File: src/rtl/alu_seq_ctrl.sv
// Sequencing controller for an external ALU: accepts one request, waits the
// op-dependent settle time, captures the result and holds it until consumed.
module alu_seq_ctrl #(
   parameter int unsigned MUL_WAIT = 2,
   parameter int unsigned DIV_WAIT = 4
) (
   input  logic        clk,
   input  logic        reset,
   input  logic        req_valid,
   output logic        req_ready,
   input  logic [4:0]  req_op,
   input  logic [31:0] req_a,
   input  logic [31:0] req_b,
   output logic [31:0] alu_a,
   output logic [31:0] alu_b,
   output logic [4:0]  alu_sel,
   input  logic [63:0] alu_out,
   output logic        rsp_valid,
   input  logic        rsp_ready,
   output logic [31:0] rsp_lo,
   output logic [31:0] rsp_hi,
   output logic        rsp_err,
   output logic [31:0] hi_reg,
   output logic [31:0] lo_reg
);

   // state  | meaning
   // IDLE   | ready for a request; operands captured on accept
   // SETTLE | waiting for the ALU result (counter counts down to 0)
   // RESP   | response presented, held until rsp_ready
   typedef enum logic [1:0] {
      IDLE   = 2'd0,
      SETTLE = 2'd1,
      RESP   = 2'd2
   } state_t;

   state_t     state_q;
   state_t     state_d;
   logic [3:0] cnt;
   logic [3:0] settle_n;
   logic       err_q;
   logic       reject;
   logic       accept;
   logic       capture;

   always_comb begin
      case (req_op)
         5'd2:    settle_n = 4'(MUL_WAIT);
         5'd3:    settle_n = 4'(DIV_WAIT);
         default: settle_n = 4'd1;
      endcase
   end

   assign reject = (req_op > 5'd13) || ((req_op == 5'd3) && (req_b == 32'd0));

   always_ff @(posedge clk or posedge reset) begin
      if (reset) state_q <= IDLE;
      else       state_q <= state_d;
   end

   always_comb begin
      state_d   = state_q;
      accept    = 1'b0;
      capture   = 1'b0;
      req_ready = 1'b0;
      rsp_valid = 1'b0;
      case (state_q)
         IDLE: begin
            req_ready = 1'b1;
            if (req_valid) begin
               accept  = 1'b1;
               state_d = SETTLE;
            end
         end
         SETTLE: begin
            if (cnt == 4'd0) begin
               capture = 1'b1;
               state_d = RESP;
            end
         end
         RESP: begin
            rsp_valid = 1'b1;
            if (rsp_ready) state_d = IDLE;
         end
         default: state_d = IDLE;
      endcase
   end

   // Rejected ops take a single zero-count pass so every response lands at
   // least one edge after accept and the ALU is never waited on.
   always_ff @(posedge clk or posedge reset) begin
      if (reset) begin
         alu_a   <= 32'd0;
         alu_b   <= 32'd0;
         alu_sel <= 5'd0;
         cnt     <= 4'd0;
         err_q   <= 1'b0;
         rsp_lo  <= 32'd0;
         rsp_hi  <= 32'd0;
         rsp_err <= 1'b0;
         hi_reg  <= 32'd0;
         lo_reg  <= 32'd0;
      end else begin
         if (accept) begin
            alu_a   <= req_a;
            alu_b   <= req_b;
            alu_sel <= req_op;
            err_q   <= reject;
            cnt     <= reject ? 4'd0 : settle_n - 4'd1;
         end else if ((state_q == SETTLE) && (cnt != 4'd0)) begin
            cnt <= cnt - 4'd1;
         end

         if (capture) begin
            if (err_q) begin
               rsp_lo  <= 32'd0;
               rsp_hi  <= 32'd0;
               rsp_err <= 1'b1;
            end else begin
               rsp_lo  <= alu_out[31:0];
               rsp_hi  <= alu_out[63:32];
               rsp_err <= 1'b0;
               if ((alu_sel == 5'd2) || (alu_sel == 5'd3)) begin
                  hi_reg <= alu_out[63:32];
                  lo_reg <= alu_out[31:0];
               end
            end
         end
      end
   end

endmodule
File: config.mk
export PLATFORM = sky130hd
export DESIGN_NAME = alu_seq_ctrl
export DESIGN_NICKNAME = d
export VERILOG_FILES = /design/src/rtl/alu_seq_ctrl.sv
export SDC_FILE = /design/constraint.sdc
export NUM_CORES = 1
export LEC_CHECK = 0
export BUFFER_PORTS_ARGS = -buffer_cell sky130_fd_sc_hd__buf_2
export CELL_PAD_IN_SITES_DETAIL_PLACEMENT = 1
export CELL_PAD_IN_SITES_GLOBAL_PLACEMENT = 2
export CORE_AREA = 2 2 174 176
export CTS_CLUSTER_SIZE = 30
export DETAILED_ROUTE_END_ITERATION = 8
export DIE_AREA = 0 0 176 178
export HOLD_SLACK_MARGIN = 0.03
export PLACE_DENSITY = 0.73
export SYNTH_ARGS = -nofsm -noshare
export SYNTH_HDL_FRONTEND = slang
export SYNTH_SLANG_ARGS = --single-unit
File: constraint.sdc
create_clock -name clk -period 8.3 [get_ports clk]
set_input_delay 0.415 -clock clk [delete_from_list [all_inputs] [get_ports clk]]
set_output_delay 0.415 -clock clk [all_outputs]
set_load 0.005 [all_outputs]
After elaboration in Yosys (flattened, before gate mapping). Index checks and enable logic that the tools add are counted.

Bits in registers: 205. Bits of input ports: 137. Output and inout bits: 200. Logic and storage cells: 52.

Add/subtract/negate cells: 2. Magnitude comparators: 1. Eq/ne operators: 9. Muxes and demuxes: 17. Bitwise operators: 1. Reduce and logical (&&, ||, !) cells: 11.

Operators by type and width (number): 32-bit two-way mux (2); 32-bit zero test (1); 5-bit by 2-bit == test with 1-bit output (second input constant) (4); 4-bit two-way mux (3); 4-bit by 1-bit subtractor with 4-bit output (second input constant) (2); 1-bit two-way mux (7); 2-bit two-way mux (3); 2-bit inequality test (second input constant) (3); 2-bit one-hot mux with 3 select lines (1); 3-bit one-hot mux with 2 select lines (1); 3-bit AND reduction (2); 5-bit by 4-bit > comparator with 1-bit output (second input constant) (1); 4-bit zero test (1); 4-bit nonzero test (1); 2-bit by 1-bit == test with 1-bit output (second input constant) (1); 2-bit == test (second input constant) (1); 1-bit logical AND (2); 2-bit zero test (1); 1-bit logical OR (2); 2-bit nonzero test (1); 1-bit inverter (1).

Depth between registers and ports, before layout.
Depth after elaboration: 5. Gate-level depth with buffers: 7. Mapped depth without buffers: 6.

Least setup slack after synthesis. Ideal clock, no wire load.

Kind: register to register. From: register cnt[0]. To: register cnt[1]. Setup time: 0.082 ns. Arrival time: 1.670 ns. Required time: 8.218 ns. Path slack: 6.548 ns. Cell stages (with the launch flop): 7. Buffers on the path: 0. Period minus slack after synthesis: 1.752 ns. Path through: dfrtp_1 -> inv_1 -> ha_1 -> or3b_2 -> nand2_1 -> mux2_2 -> o22ai_1.

Word-level cells in the longest chain between the ends: 3. Elaborated cells between the ends (all ways): 6. Those cells by class: add/sub (1); mux (2); reduce/logical (3).

RTL lines: start, declared (RTL line 39) `logic [3:0] cnt;`; start signal, assigned (RTL line 109) `cnt <= reject ? 4'd0 : settle_n - 4'd1;`; start signal, assigned (RTL line 111) `cnt <= cnt - 4'd1;`; 4-bit by 1-bit subtractor with 4-bit output or 4-bit nonzero test (tied branches) (RTL line 111, 110); 4-bit two-way mux or 1-bit logical AND (tied branches) (RTL line 110) `end else if ((state_q == SETTLE) && (cnt != 4'd0)) begin`; 4-bit two-way mux or 2-bit nonzero test (tied branches).

Several ways; a longest one is shown, not always the timed one. The select of a mux whose other input is x is not followed. A chain may end at the register's enable or synchronous reset.

Worst setup path after layout.
From: register cnt[0]. To: register hi_reg[25].

Word-level cells in the longest chain between the ends: 4.

RTL lines: 4-bit zero test (RTL line 76) `if (cnt == 4'd0) begin`; 1-bit two-way mux (RTL line 76); 1-bit two-way mux (RTL line 67) `case (state_q)`; 3-bit AND reduction (no source line); end signal, assigned (RTL line 124) `hi_reg <= alu_out[63:32];`; end, declared (RTL line 23) `output logic [31:0] hi_reg,`.

Every way passes these cells.

==> run_results.csv <==
group,metric,value,unit
worst_setup_path,required,8.69,ns
drt,drt-total-wl,24490,um
flow_run,drv_cap,0,
synth,ys_ff_latch,205,
power_and_ir_drop,ir_worst_vdd,147.2,uV
synth,synth.avg_cell_area,10.68,um^2
drt,vias_per_cell,4.356,
timing,slew_headroom,23.68,%
power_and_ir_drop,switchingPower,0.001360,W
synth,syn-instance-count,761,
finish,syn_to_final_growth,35.74,%
placed_design,gp_congestion,0.7136,
clocking,clockBufferDepth,3,
clocking,path_clk_slew,0.06,ns
worst_hold_path,holdPathEnd,"alu_a[24]$_DFFE_PP0P_",
finish,instances_no_fill,1494,
die,die-width,176,um
drt,drc,0,
timing,fmax,344.0,MHz
worst_setup_path,rr_startpoint,"cnt[0]$_DFFE_PP0P_",
finish,drive_gt1_share,40.98,%
timing,fin_crit_sh,35.03,%
clocking,cts-buffers-inserted,24,
timing,fin_skew,0.006608,ns
power_and_ir_drop,power.density,368.4,mW/mm^2
drt,routedWlPerCell,16.39,um
worst_setup_path,startpoint_type,"register",
timing,fin_ws,5.393,ns
timing,setup_viol,0,
drt,via_count,6508,
finish,final_nets,1224,
timing,period_minus_slack,2.907,ns
die,die_area,0.03133,mm^2
synth,synth_area_leaders,"dfrtp_1 (63%), nand2_1 (13%), mux2_2 (8.5%)",
worst_setup_path,end_kind,"register",
power_and_ir_drop,p_seq_share,40.1,%
drt,detail-route-antenna-nets,0,
clocking,clk_latency,0.51,ns
synth,async_flop_share,100.0,%
synth,synth_cell_types,28,
global_route,grt_use_total,15.14,%
power_and_ir_drop,power.internal,0.002703,W
die,start_util,27.64,%
worst_setup_path,rrSetupSlack,5.39,ns
timing,rsz0062_at_grt,"false",
power_and_ir_drop,total_leakage_power,6.028,nW
clocking,clock-root-buffer,"clkbuf_16",
global_route,grt_max_degree,91,
synth,synth_top_area_share,63.14,%
clocking,cts_sinks,205,
worst_setup_path,cp_max_fo,64,
global_route,grt_antenna_before_repair,3,
clocking,htree_levels,1,
timing,finalHoldViolations,0,
worst_setup_path,reg2reg_depth,5,
worst_hold_path,hold_path_class,"primary input to register",
die,die_h,178,um
synth,yosysSeqAreaShare,63.14,%
timing,slew_viol_final,0,
power_and_ir_drop,p_comb_share,31.4,%
placed_design,placed_cells,1449,
placed_design,dp_hpwl,17060,um
timing,worst_slew_pin_slew,1.145,ns
die,io-pin-count,337,
synth,synth_top_area_cell,"dfrtp_1",
worst_hold_path,whs_path_depth,3,
global_route,grt_pass1_wl,37940,um
synth,netlist_area,0.008125,mm^2
global_route,grt_pass1_vias,6752,
finish,n_fill_cell,3420,
timing,tns,0,ns
run_status,outcome,"finished clean",
die,core_region_area,0.02940,mm^2
worst_setup_path,reg2reg_to,"hi_reg[25]$_DFFE_PP0P_",
worst_setup_path,worstSetupPathType,"register to register",
drt,drtPass1Iterations,4,
drt,drt_iter0_drc,331,
placed_design,port_buffers,336,
die,rows,63,
synth,syn_nets,899,
worst_hold_path,hp-start,"req_a[24]",
global_route,gr-total-overflow,0,
worst_setup_path,crit_arrival,3.30,ns
synth,synth_ff_type,"dfrtp_1",
power_and_ir_drop,power_frac_clock,28.5,%
clocking,cts_tree,"yes",
clocking,cts_resized,0,
synth,ys.warnings.count,0,
synth,synth_edf_count,0,
power_and_ir_drop,switching_share,33.48,%
placed_design,post-place-ws,5.347,ns
## power groups by stage
stage / logic [W] / clock network [W] / registers, W
after global placement: 0.00129 / 0 / 0.00164
final: 0.00128 / 0.00116 / 0.00163
after detailed placement: 0.00132 / 0 / 0.00165
after CTS: 0.00132 / 0.00120 / 0.00164
after floorplan: 0.000659 / 0 / 0.00164
after global routing: 0.00146 / 0.00124 / 0.00169
## layer usage
layer,vias up,track usage (%),wire length [um],part of all wire (%)
li1,3103,-,-,-
met1,3143,19.52,10470,43
met2,224,25.21,11490,47
met3,34,4.625,2161,8.8
met4,4,3.134,336,1.4
met5,-,0,30,0.12
## what timing repair did
item	CTS	global route
buffers inserted	0	0
endpoints found under the hold margin	45	0
hold buffers	1	0
## kinds of logic (layout without fill, tap and decap cells)
| family | after synthesis | count (layout) | share of synthesized area (%) |
|---|---|---|---|
| muxes | 66 | 66 | 9.147 |
| xor gates and xnor gates | 3 | 3 | 0.3234 |
| AOI/OAI and AO/OA | 71 | 71 | 4.497 |
| buffers and inverters | 48 | 390 | 2.880 |
| adders and majority gates | 1 | 1 | 0.1540 |
| other | 0 | 1 | 0 |
| DFF | 205 | 205 | 63.14 |
| and+or+nand+nor | 367 | 367 | 19.86 |
## cell usage after synthesis, types with 3 or more instances
master,number
dfrtp_1,205
o21ai_0,66
nor4_1,9
inv_1,5
buf_6,7
nand2b_1,66
nand2_1,273
mux2_2,61
clkbuf_1,34
nand4_1,3
mux2_1,5
nor2_1,7
## through the flow
stage / hold slack (ns) / total power, W / instance area [um^2] / util (%)
floorplan: 0.4697 / 0.002297 / 8125 / -
global placement: 0.4523 / 0.002923 / 10140 / 34.49
detailed placement: 0.4565 / 0.002968 / 10140 / 34.49
CTS: 0.05815 / 0.004154 / 11030 / 37.50
global route: 0.07495 / 0.004389 / 11030 / 37.50
finish: 0.08850 / 0.004063 / 11030 / 37.51
## critical path, cell delays in order, from the launching register on
cell	delay (ns)
dfrtp_1	0.38
inv_1	0.09
ha_1	0.23
nand3_4	0.52
nor2_8	1.07
mux2_2	0.43
## placed cells by master (no fill, tap or decap), types with 2 or more instances in the layout
cell type	count
xor2_1	2
nand3_1	2
nand4_1	3
clkinv_2	4
nor4_1	9
buf_2	336
nand2_1	272
clkbuf_16	25
dfrtp_1	204
nor2_1	7
bufinv_16	4
a31oi_1	2
o21ai_0	66
clkbuf_8	6
buf_4	5
clkinvlp_4	2
inv_1	4
nand2b_1	66
mux2_2	61
mux2_1	5
nor3_1	2
## area by class of cell
class                           count  area, um^2  share of cell area [%]
Sequential cell                   205        5131                   46.52
Multi-Input combinational cell    508        2776                   25.17
Timing Repair Buffer              342        1729                   15.68
Clock buffer                       32       711.9                   6.455
Tap cell                          390       488.0                   4.424
Clock inverter                     11       163.9                   1.486
Inverter                            5       26.28                  0.2382
Antenna cell                        1       2.502                 0.02269
## worst max-delay path by stage
stage / start / endpoint / cells past startpoint
3_5_place_dp: cnt[0]$_DFFE_PP0P_ / hi_reg[25]$_DFFE_PP0P_ / 5
6_report: cnt[0]$_DFFE_PP0P_ / hi_reg[25]$_DFFE_PP0P_ / 5
2_1_floorplan: reset / alu_a[0]$_DFFE_PP0P_ / 1
4_1_cts: cnt[0]$_DFFE_PP0P_ / hi_reg[25]$_DFFE_PP0P_ / 5
3_3_place_gp: cnt[0]$_DFFE_PP0P_ / hi_reg[27]$_DFFE_PP0P_ / 5
5_1_grt: cnt[0]$_DFFE_PP0P_ / hi_reg[27]$_DFFE_PP0P_ / 5
(Power assumes the default switching activity.)
